[config.mk]
export PLATFORM = sky130hd
export DESIGN_NAME = ahbl_mem_fill_master_flat
export DESIGN_NICKNAME = d
export VERILOG_FILES = /design/src/rtl/ahbl_pkg.sv /design/src/rtl/ahbl_mem_fill_master_if.sv /design/src/rtl/ahbl_fill_addr_gen.sv /design/src/rtl/ahbl_mem_fill_master.sv /design/src/flat_wrapper.sv
export SDC_FILE = /design/constraint.sdc
export NUM_CORES = 1
export LEC_CHECK = 0
export BUFFER_PORTS_ARGS = -buffer_cell sky130_fd_sc_hd__buf_2
export CORE_ASPECT_RATIO = 0.6
export CORE_MARGIN = 8
export CORE_UTILIZATION = 45
export DETAILED_ROUTE_END_ITERATION = 8
export GPL_ROUTABILITY_DRIVEN = 0
export PLACE_DENSITY = 0.73
export SLEW_MARGIN = 20
export SYNTH_ARGS = -nofsm -noshare
export SYNTH_HDL_FRONTEND = slang
export SYNTH_HIERARCHICAL = 1
export SYNTH_SLANG_ARGS = --single-unit
[constraint.sdc]
create_clock -name clk -period 8.1 [get_ports clk]
set_input_delay 1.215 -clock clk [delete_from_list [all_inputs] [get_ports clk]]
set_output_delay 1.215 -clock clk [all_outputs]
set_load 0.05 [all_outputs]
[src/rtl/ahbl_pkg.sv]
`default_nettype none
// ============================================================================
//  Module      : ahbl_pkg
//  Description : Shared AHB-Lite encodings, fill-master state type and the
//                word pattern helper used by the memory fill master.
//  Revision    : 1.0  initial release
// ============================================================================
package ahbl_pkg;

    localparam logic [1:0] HTRANS_IDLE   = 2'b00;
    localparam logic [1:0] HTRANS_NONSEQ = 2'b10;
    localparam logic [1:0] HTRANS_SEQ    = 2'b11;

    localparam logic [2:0] HSIZE_WORD    = 3'b010;
    localparam logic [2:0] HBURST_INCR   = 3'b001;

    localparam int         HRESP_ERROR_BIT = 0;

    // Bursts must not cross a 1 KB address boundary.
    localparam int         BOUNDARY_BITS   = 10;

    typedef enum logic [2:0] {
        ST_IDLE  = 3'd0,
        ST_ADDR  = 3'd1,
        ST_BURST = 3'd2,
        ST_LAST  = 3'd3,
        ST_ERR   = 3'd4,
        ST_FIN   = 3'd5
    } fill_state_t;

    // Word i of a command carries seed + i, wrapping at 2^32.
    function automatic logic [31:0] pattern_word(input logic [31:0] seed,
                                                 input logic [31:0] idx);
        return seed + idx;
    endfunction

endpackage
`default_nettype wire

[src/rtl/ahbl_mem_fill_master_if.sv]
`default_nettype none
// ============================================================================
//  Module      : ahbl_mem_fill_master_if
//  Description : AHB-Lite bus bundle between the fill master and its slave.
//  Revision    : 1.0  initial release
// ============================================================================
interface ahbl_mem_fill_master_if #(
    parameter int ADDR_WIDTH = 32
);
    logic [ADDR_WIDTH-1:0] HADDR;
    logic [1:0]            HTRANS;
    logic                  HWRITE;
    logic [2:0]            HSIZE;
    logic [2:0]            HBURST;
    logic [31:0]           HWDATA;
    logic [31:0]           HRDATA;
    logic                  HREADY;
    logic [1:0]            HRESP;

    modport master (
        output HADDR, HTRANS, HWRITE, HSIZE, HBURST, HWDATA,
        input  HRDATA, HREADY, HRESP
    );

    modport slave (
        input  HADDR, HTRANS, HWRITE, HSIZE, HBURST, HWDATA,
        output HRDATA, HREADY, HRESP
    );
endinterface
`default_nettype wire

[src/rtl/ahbl_fill_addr_gen.sv]
`default_nettype none
// ============================================================================
//  Module      : ahbl_fill_addr_gen
//  Description : Address-phase counter for the fill master. Produces HADDR,
//                the word index of the current address phase and a flag
//                marking a 1 KB boundary; holds whenever no phase is accepted.
//  Revision    : 1.0  initial release
// ============================================================================
module ahbl_fill_addr_gen
    import ahbl_pkg::*;
#(
    parameter int ADDR_WIDTH = 32,
    parameter int CNT_WIDTH  = 16
) (
    input  logic                  clk,
    input  logic                  rst,
    input  logic                  i_load,
    input  logic                  i_advance,
    input  logic [ADDR_WIDTH-1:0] i_base_addr,
    output logic [ADDR_WIDTH-1:0] o_addr,
    output logic [CNT_WIDTH-1:0]  o_idx,
    output logic                  o_boundary
);

    logic [ADDR_WIDTH-1:0] r_addr;
    logic [CNT_WIDTH-1:0]  r_idx;

    // Byte lane bits of the base are forced to zero, so they are never read.
    logic w_unused_base;
    assign w_unused_base = &{1'b0, i_base_addr[1:0]};

    // Load on command start, step one word per accepted address phase.
    always_ff @(posedge clk) begin
        if (rst) begin
            r_addr <= '0;
            r_idx  <= '0;
        end else if (i_load) begin
            r_addr <= {i_base_addr[ADDR_WIDTH-1:2], 2'b00};
            r_idx  <= '0;
        end else if (i_advance) begin
            r_addr <= r_addr + ADDR_WIDTH'(4);
            r_idx  <= r_idx + 1'b1;
        end
    end

    assign o_addr     = r_addr;
    assign o_idx      = r_idx;
    assign o_boundary = (r_addr[BOUNDARY_BITS-1:0] == '0);

endmodule
`default_nettype wire

[src/rtl/ahbl_mem_fill_master.sv]
`default_nettype none
// ============================================================================
//  Module      : ahbl_mem_fill_master
//  Description : AHB-Lite initiator that writes seed+i into a word region, or
//                reads the region back and counts words that differ from it.
//  Revision    : 1.0  initial release
// ============================================================================
module ahbl_mem_fill_master
    import ahbl_pkg::*;
#(
    parameter int ADDR_WIDTH = 32,
    parameter int CNT_WIDTH  = 16
) (
    input  logic                  clk,
    input  logic                  rst,
    input  logic                  start,
    input  logic                  check_mode,
    input  logic [ADDR_WIDTH-1:0] base_addr,
    input  logic [CNT_WIDTH-1:0]  word_count,
    input  logic [31:0]           seed,
    output logic                  busy,
    output logic                  done,
    output logic                  bus_error,
    output logic [CNT_WIDTH-1:0]  err_count,
    output logic [ADDR_WIDTH-1:0] first_err_addr,
    ahbl_mem_fill_master_if.master bus
);

    fill_state_t           r_state;
    fill_state_t           w_state_next;
    logic [1:0]            w_htrans;

    logic                  r_write;
    logic [31:0]           r_seed;
    logic [CNT_WIDTH-1:0]  r_last_idx;

    logic                  r_dp_valid;
    logic [CNT_WIDTH-1:0]  r_dp_idx;
    logic [ADDR_WIDTH-1:0] r_dp_addr;

    logic                  r_err_pend;
    logic                  r_bus_error;
    logic [CNT_WIDTH-1:0]  r_err_count;
    logic [ADDR_WIDTH-1:0] r_first_err_addr;

    logic [ADDR_WIDTH-1:0] w_addr;
    logic [CNT_WIDTH-1:0]  w_idx;
    logic                  w_boundary;
    logic                  w_start_ok;
    logic                  w_accept;
    logic                  w_err_resp;
    logic [31:0]           w_pattern;
    logic                  w_mismatch;

    logic w_unused_resp;
    assign w_unused_resp = &{1'b0, bus.HRESP[1]};

    assign w_start_ok = start && (r_state == ST_IDLE);
    assign w_accept   = w_htrans[1] && bus.HREADY;
    assign w_err_resp = bus.HRESP[HRESP_ERROR_BIT];
    assign w_pattern  = pattern_word(r_seed, 32'(r_dp_idx));
    // Read data is only meaningful on an OKAY completion of a read data phase.
    assign w_mismatch = r_dp_valid && !r_write && bus.HREADY && !w_err_resp
                        && (bus.HRDATA != w_pattern);

    ahbl_fill_addr_gen #(
        .ADDR_WIDTH (ADDR_WIDTH),
        .CNT_WIDTH  (CNT_WIDTH)
    ) u_addr_gen (
        .clk         (clk),
        .rst         (rst),
        .i_load      (w_start_ok),
        .i_advance   (w_accept),
        .i_base_addr (base_addr),
        .o_addr      (w_addr),
        .o_idx       (w_idx),
        .o_boundary  (w_boundary)
    );

    // State register.
    always_ff @(posedge clk) begin
        if (rst) r_state <= ST_IDLE;
        else     r_state <= w_state_next;
    end

    // Next state and HTRANS; a pending ERROR suppresses further transfers.
    always_comb begin
        w_state_next = r_state;
        w_htrans     = HTRANS_IDLE;
        case (r_state)
            ST_IDLE: begin
                if (start) w_state_next = (word_count != '0) ? ST_ADDR : ST_FIN;
            end
            ST_ADDR, ST_BURST: begin
                if (r_err_pend) begin
                    if (bus.HREADY) w_state_next = ST_ERR;
                end else begin
                    w_htrans = ((r_state == ST_ADDR) || w_boundary) ? HTRANS_NONSEQ : HTRANS_SEQ;
                    if (bus.HREADY) w_state_next = (w_idx == r_last_idx) ? ST_LAST : ST_BURST;
                end
            end
            ST_LAST: begin
                if (bus.HREADY) w_state_next = r_err_pend ? ST_ERR : ST_FIN;
            end
            ST_ERR:  w_state_next = ST_FIN;
            ST_FIN:  w_state_next = ST_IDLE;
            default: w_state_next = ST_IDLE;
        endcase
    end

    // Capture the command parameters when a start is accepted.
    always_ff @(posedge clk) begin
        if (rst) begin
            r_write    <= 1'b0;
            r_seed     <= '0;
            r_last_idx <= '0;
        end else if (w_start_ok) begin
            r_write    <= !check_mode;
            r_seed     <= seed;
            r_last_idx <= word_count - 1'b1;
        end
    end

    // Data-phase tracker: follows each accepted address phase by one HREADY.
    always_ff @(posedge clk) begin
        if (rst) begin
            r_dp_valid <= 1'b0;
            r_dp_idx   <= '0;
            r_dp_addr  <= '0;
        end else if (bus.HREADY) begin
            r_dp_valid <= w_accept;
            if (w_accept) begin
                r_dp_idx  <= w_idx;
                r_dp_addr <= w_addr;
            end
        end
    end

    // Two-cycle ERROR: flag on the first (wait) cycle, clear on the second.
    always_ff @(posedge clk) begin
        if (rst)                                        r_err_pend <= 1'b0;
        else if (r_err_pend && bus.HREADY)              r_err_pend <= 1'b0;
        else if (r_dp_valid && w_err_resp && !bus.HREADY) r_err_pend <= 1'b1;
    end

    // Status latches: cleared on start, updated by compares and ERROR aborts.
    always_ff @(posedge clk) begin
        if (rst) begin
            r_bus_error      <= 1'b0;
            r_err_count      <= '0;
            r_first_err_addr <= '0;
        end else if (w_start_ok) begin
            r_bus_error      <= 1'b0;
            r_err_count      <= '0;
            r_first_err_addr <= '0;
        end else begin
            if (w_state_next == ST_ERR) r_bus_error <= 1'b1;
            if (w_mismatch) begin
                if (r_err_count == '0) r_first_err_addr <= r_dp_addr;
                if (r_err_count != '1) r_err_count      <= r_err_count + 1'b1;
            end
        end
    end

    assign busy           = (r_state != ST_IDLE) && (r_state != ST_FIN);
    assign done           = (r_state == ST_FIN);
    assign bus_error      = r_bus_error;
    assign err_count      = r_err_count;
    assign first_err_addr = r_first_err_addr;

    assign bus.HADDR  = w_addr;
    assign bus.HTRANS = w_htrans;
    assign bus.HWRITE = r_write;
    assign bus.HSIZE  = HSIZE_WORD;
    assign bus.HBURST = HBURST_INCR;
    assign bus.HWDATA = (r_write && r_dp_valid) ? w_pattern : 32'h0;

endmodule
`default_nettype wire
[src/flat_wrapper.sv]
// flat-port wrapper written by rule: the top's interface ports become plain ports
module ahbl_mem_fill_master_flat import ahbl_pkg::*;
#(
    parameter int ADDR_WIDTH = 32,
    parameter int CNT_WIDTH  = 16
)
  (clk, rst, start, check_mode, base_addr, word_count, seed, busy, done, bus_error, err_count, first_err_addr, bus_HADDR, bus_HTRANS, bus_HWRITE, bus_HSIZE, bus_HBURST, bus_HWDATA, bus_HRDATA, bus_HREADY, bus_HRESP);
  ahbl_mem_fill_master_if #(.ADDR_WIDTH(ADDR_WIDTH)) bus_i ();
  input  logic clk;
  input  logic rst;
  input  logic start;
  input  logic check_mode;
  input  logic [ADDR_WIDTH-1:0] base_addr;
  input  logic [CNT_WIDTH-1:0] word_count;
  input  logic [31:0] seed;
  output logic busy;
  output logic done;
  output logic bus_error;
  output logic [CNT_WIDTH-1:0] err_count;
  output logic [ADDR_WIDTH-1:0] first_err_addr;
  output wire logic [$bits(bus_i.HADDR)-1:0] bus_HADDR;
  output wire logic [$bits(bus_i.HTRANS)-1:0] bus_HTRANS;
  output wire logic [$bits(bus_i.HWRITE)-1:0] bus_HWRITE;
  output wire logic [$bits(bus_i.HSIZE)-1:0] bus_HSIZE;
  output wire logic [$bits(bus_i.HBURST)-1:0] bus_HBURST;
  output wire logic [$bits(bus_i.HWDATA)-1:0] bus_HWDATA;
  input wire logic [$bits(bus_i.HRDATA)-1:0] bus_HRDATA;
  input wire logic [$bits(bus_i.HREADY)-1:0] bus_HREADY;
  input wire logic [$bits(bus_i.HRESP)-1:0] bus_HRESP;
  assign bus_HADDR = bus_i.HADDR;
  assign bus_HTRANS = bus_i.HTRANS;
  assign bus_HWRITE = bus_i.HWRITE;
  assign bus_HSIZE = bus_i.HSIZE;
  assign bus_HBURST = bus_i.HBURST;
  assign bus_HWDATA = bus_i.HWDATA;
  assign bus_i.HRDATA = bus_HRDATA;
  assign bus_i.HREADY = bus_HREADY;
  assign bus_i.HRESP = bus_HRESP;
  ahbl_mem_fill_master #(.ADDR_WIDTH(ADDR_WIDTH), .CNT_WIDTH(CNT_WIDTH)) u_core (.clk(clk), .rst(rst), .start(start), .check_mode(check_mode), .base_addr(base_addr), .word_count(word_count), .seed(seed), .busy(busy), .done(done), .bus_error(bus_error), .err_count(err_count), .first_err_addr(first_err_addr), .bus(bus_i));
endmodule
Yosys cells after proc, flatten, opt, wreduce, memory -nomap -nowiden
Index checks and enable logic that the tools add are counted.
{"block": "totals", "elab_cells": 72, "reg_bits": 199}
{"block": "op_classes", "n_eq_ne": 10, "reduce_logical": 28, "muxes": 15, "addsub": 5}
{"op": "32-bit 2-to-1 mux", "n": 3}
{"op": "16-bit by 1-bit adder with 16-bit output (second input constant)", "n": 2}
{"op": "32-bit by 16-bit adder with 32-bit output", "n": 1}
{"op": "32-bit by 3-bit adder with 32-bit output (second input constant)", "n": 1}
{"op": "32-bit inequality test", "n": 1}
{"op": "3-bit 2-to-1 mux", "n": 6}
{"op": "16-bit equality test", "n": 1}
{"op": "16-bit logical NOT", "n": 1}
{"op": "16-bit inequality test (second input constant)", "n": 1}
{"op": "16-bit nonzero test", "n": 1}
{"op": "16-bit by 1-bit subtractor with 16-bit output (second input constant)", "n": 1}
{"op": "3-bit case mux with 4 select lines", "n": 1}
{"op": "1-bit logical AND", "n": 11}
{"op": "10-bit logical NOT", "n": 1}
{"op": "3-bit equality test (second input constant)", "n": 3}
{"op": "3-bit by 2-bit equality test with 1-bit output (second input constant)", "n": 2}
{"op": "2-bit AND reduction", "n": 3}
{"op": "2-bit OR reduction", "n": 3}
{"op": "1-bit logical NOT", "n": 4}
{"op": "2-bit 2-to-1 mux", "n": 2}
{"op": "3-bit by 1-bit equality test with 1-bit output (second input constant)", "n": 1}
{"op": "3-bit logical NOT", "n": 1}
{"op": "1-bit 2-to-1 mux", "n": 3}
{"op": "3-bit inequality test (second input constant)", "n": 1}
{"op": "3 further kinds", "n": 3}

Longest topological paths before layout
{"block": "depth", "ltp_word": 8, "mapped_depth": 16, "mapped_depth_nobuf": 13}

Cells and area by module
Netlist, hierarchy kept.
{"module": "ahbl_mem_fill_master", "n_inst": 1, "area_per_inst_um2": 9042.4, "cells_per_inst": 1152}
{"module": "ahbl_fill_addr_gen", "n_inst": 1, "area_per_inst_um2": 2542.4, "cells_per_inst": 315}

Worst setup path before layout
No wires, ideal clock.
{"block": "synth_timing", "path_kind": "register -> output", "from": "register u_core.r_seed[0]", "to": "output port bus_HWDATA[20]", "stages_incl_launch_ff": 10, "arrival_ns": 2.913, "path_buffers": 0, "setup_slack_ns": 3.972, "t_required_ns": 6.885, "path_cell_list": "dfxtp_1 -> ha_1 -> inv_1 -> fa_1 -> nor2b_1 -> o21a_1 -> o21ai_1 -> o31a_1 -> or3_1 -> a21oi_1"}
{"block": "synth_via", "elab_chain_len": 2}
{"item": "start: declaration", "line": "ahbl_mem_fill_master.sv:34", "source": "logic [31:0] r_seed;"}
{"item": "start signal: assignment", "line": "ahbl_mem_fill_master.sv:115", "source": "r_seed <= '0;"}
{"item": "start signal: assignment", "line": "ahbl_mem_fill_master.sv:119", "source": "r_seed <= seed;"}
{"item": "32-bit by 16-bit adder with 32-bit output", "line": "ahbl_pkg.sv:34", "source": "return seed + idx;"}
{"item": "32-bit 2-to-1 mux", "line": "ahbl_mem_fill_master.sv:176", "source": "assign bus.HWDATA = (r_write && r_dp_valid) ? w_pattern : 32'h0;"}
{"item": "end: declaration", "line": "flat_wrapper.sv:26", "source": "output wire logic [$bits(bus_i.HWDATA)-1:0] bus_HWDATA;"}
No other way between the ends.

Worst setup path after layout
Same ends and word-level chain as after synthesis.

==> results.py <==
metrics = {
    "clock_network": {
        "post_cts_buffers": 0,
        "cts.sinks": 197,
        "cts_hold_buf": 0,
        "cts_tree": "done",
        "ctsResizeCount": 0,
        "clockRootBuffer": "clkbuf_16",
        "cts_buffer_depth": 2,
        "clk_latency_ns": 0.44,
        "h-tree-depth": 4,
        "path_clk_slew_ns": 0.08,
        "cts_buffers": 17,
    },
    "timing": {
        "skew_ns": 0.0102,
        "period_minus_slack_ns": 4.56,
        "period_share_pct": 56.3,
        "setup_violations": 0,
        "rsz0062_at_grt": "false",
        "setup_ws_ns": 3.54,
        "hold_violations": 0,
        "worst_slew_pin_slew_ns": 0.918,
        "slew_viol_final": 0,
        "fmax_ghz": 0.219,
        "fin_tns_setup_ns": 0,
        "slew_headroom_pct": 38.8,
    },
    "route": {
        "drt_iter0_drc": 1400,
        "ant_nets": 0,
        "wl_um": 38300,
        "viasPerCell": 5.90,
        "first_pass_iters": 9,
        "dr_total_vias": 11700,
        "wl_per_cell_um": 19.4,
        "drc_errors": 0,
    },
    "grt": {
        "grt_pass1_vias": 10500,
        "grt_overflow": 0,
        "grt_antenna_before_repair": 4,
        "grtUsageTotal_pct": 23.4,
        "grt_first_pass_wirelength_um": 59200,
        "grt_max_degree": 70,
    },
    "layout": {
        "final_cells": 1976,
        "syn_to_final_growth_pct": 14.9,
        "finalInstanceArea_mm2": 0.0133,
        "drive_above_1_share_pct": 20.0,
        "final_nets": 1773,
    },
    "worst_setup_path": {
        "startpoint": "u_core/r_seed[0]",
        "end_kind": "output pin",
        "worst_setup_path_start_kind": "flip-flop",
        "crit_type": "reg -> out",
        "r2r_start": "u_core/r_seed[0]",
        "path_max_fanout": 5,
        "arrival_ns": 3.34,
        "crit_path_cell_trace": "ha_1 -> inv_1 -> fa_1 -> nor2b_1 -> o21a_1 -> o21ai_1 -> o31a_1 -> or3_1 -> a21oi_1 -> buf_2",
        "slowest_delay_ns": 0.40,
        "crit_buf_inv": 2,
        "cp_top_family": "compound AO/OA/AOI/OAI gates",
        "critPathRequiredTime_ns": 6.88,
        "critPathSlowestCell": "fa_1",
    },
    "power": {
        "leakagePower_nw": 5.24,
        "ir_drop_v": 0.000132,
        "p_per_area_mw_per_mm2": 181,
    },
    "logic_synthesis": {
        "yosysSeqAreaShare_pct": 34.0,
        "synth_area_leaders": "dfxtp_1 34%, nand2_1 9.2%, xnor2_1 5.1%, a21oi_1 5.0%, nor2_1 4.0%",
        "ys_ff_latch": 197,
        "syn-instance-count": 1467,
        "async_flop_share_pct": 0,
        "avgSynthCellArea_um2": 7.90,
        "synth_top_cell_area_share_pct": 34.0,
        "synth_top_cell_by_area": "dfxtp_1",
        "synthFlopType": "dfxtp_1",
        "synth-edff-count": 0,
        "yosys_warnings": 6,
        "yosys.cell_types.count": 103,
        "netlist_top_cells_count": "283 x nand2_1, 197 x dfxtp_1, 124 x nor2_1, 115 x a21oi_1, 67 x xnor2_1",
        "yosysMostFrequentCell": "nand2_1",
        "syn_area_mm2": 0.0116,
    },
    "floorplanning": {
        "core_area_mm2": 0.0253,
        "rows": 45,
        "io-pin-count": 243,
        "dieHeight_um": 140,
        "die_area_mm2": 0.0313,
        "initial_core_util_pct": 45.8,
        "fp.dieW_um": 223,
    },
    "place": {
        "postPlaceCellArea_mm2": 0.0127,
        "post-dp-hpwl_um": 28800,
        "dp_cells": 1941,
        "place_ws_ns": 3.78,
        "port_buffers": 231,
    },
    "flow_run": {
        "drv_cap": 0,
    },
    "hold_path": {
        "hold_start": "u_core/r_dp_addr[3]",
        "hold_class": "reg -> reg",
    },
    "status": {
        "status": "completed",
    },
}
## worst min-delay path, stage by stage (launching register included)
cell and delay [ns]:
dfxtp_1 0.31, nand2_1 0.05, mux2i_1 0.05
## metal layers
| metal | track usage [%] | vias up | share of wire, % |
|---|---|---|---|
| met2 | 31.4 | 553 | 41 |
| li1 | - | 5539 | - |
| met4 | 5.42 | 0 | 1.1 |
| met5 | 0 | - | 0 |
| met3 | 8.61 | 46 | 11 |
| met1 | 34.3 | 5517 | 47 |
## power by group
group | internal [mW] | leakage [nW] | switching, mW
sequential | 1.02 | 1.60 | 0.0806
clock | 0.409 | 0.274 | 0.428
combinational | 0.148 | 3.36 | 0.321
total | 1.58 | 5.24 | 0.829
## worst paths after layout
| kind | slack (ns) | cells after the start | to |
|---|---|---|---|
| setup / recovery | 3.54 | 10 | bus_HWDATA[20] |
| hold / removal | 0.45 | 2 | u_core/first_err_addr[3] |
| setup reg to reg | 3.63 | 14 | u_core/first_err_addr[21] |
| hold reg to reg | 0.45 | 2 | u_core/first_err_addr[3] |
## layout make-up
type,count,area (µm²)
Fill cell,2458,12000
Multi-Input combinational cell,1140,7020
Sequential cell,197,3940
Timing Repair Buffer,241,1230
Clock buffer,17,425
Tap cell,329,412
Clock inverter,15,140
Inverter,34,128
Antenna cell,3,7.51
## kinds of logic (layout without fill, tap and decap cells)
group | count (synthesis) | after routing | synth area share, %
xor+xnor | 108 | 108 | 8.41
flops | 197 | 197 | 34.0
fa+ha+maj | 24 | 24 | 2.64
mux | 37 | 37 | 3.20
other cells | 3 | 11 | 0.0972
simple gates | 659 | 659 | 27.5
compound gates | 304 | 304 | 18.5
buf+inv | 135 | 307 | 5.59
## metrics by stage
stage | power [mW] | utilization [%] | hold slack (ns)
floorplan | 1.44 | - | 0.435
global placement | 1.57 | 50.4 | 0.440
detailed placement | 1.58 | 50.4 | 0.447
CTS | 2.42 | 52.6 | 0.457
global route | 2.51 | 52.7 | 0.468
finish | 2.41 | 52.7 | 0.454
## flip-flops by register name, indices dropped and copies added (netlist names)
name                      cells
u_core/bus.HWRITE             1
u_core/r_last_idx            16
u_core/bus_error              1
u_core/r_dp_addr             32
u_core/err_count             16
u_core/r_dp_valid             1
u_core/r_err_pend             1
u_core/u_addr_gen/o_idx      16
u_core/first_err_addr        32
u_core/u_addr_gen/o_addr     30
u_core/r_state                3
u_core/r_dp_idx              16
u_core/r_seed                32
## cell usage in the layout, fill, tap and decap left out, types with 8 or more instances in the layout
cell and n:
nand3_1 37, ha_1 22, conb_1 8, o21ai_0 15, or4_1 23, o21ai_1 10
and4_1 12, nor2_1 123, or3_1 19, inv_1 32, nand2_1 282, mux2i_1 37
a21oi_1 115, a21o_1 8, dfxtp_1 197, nor3_1 19, buf_2 230, buf_4 11
clkbuf_16 17, a311oi_1 13, a211oi_1 32, xnor2_1 67, xor2_1 39, nor2b_1 8
and3_1 18, nand4_1 42, o211ai_1 8, nor4_1 28, o31ai_1 13
No activity file was read; power rests on OpenSTA's default activity.
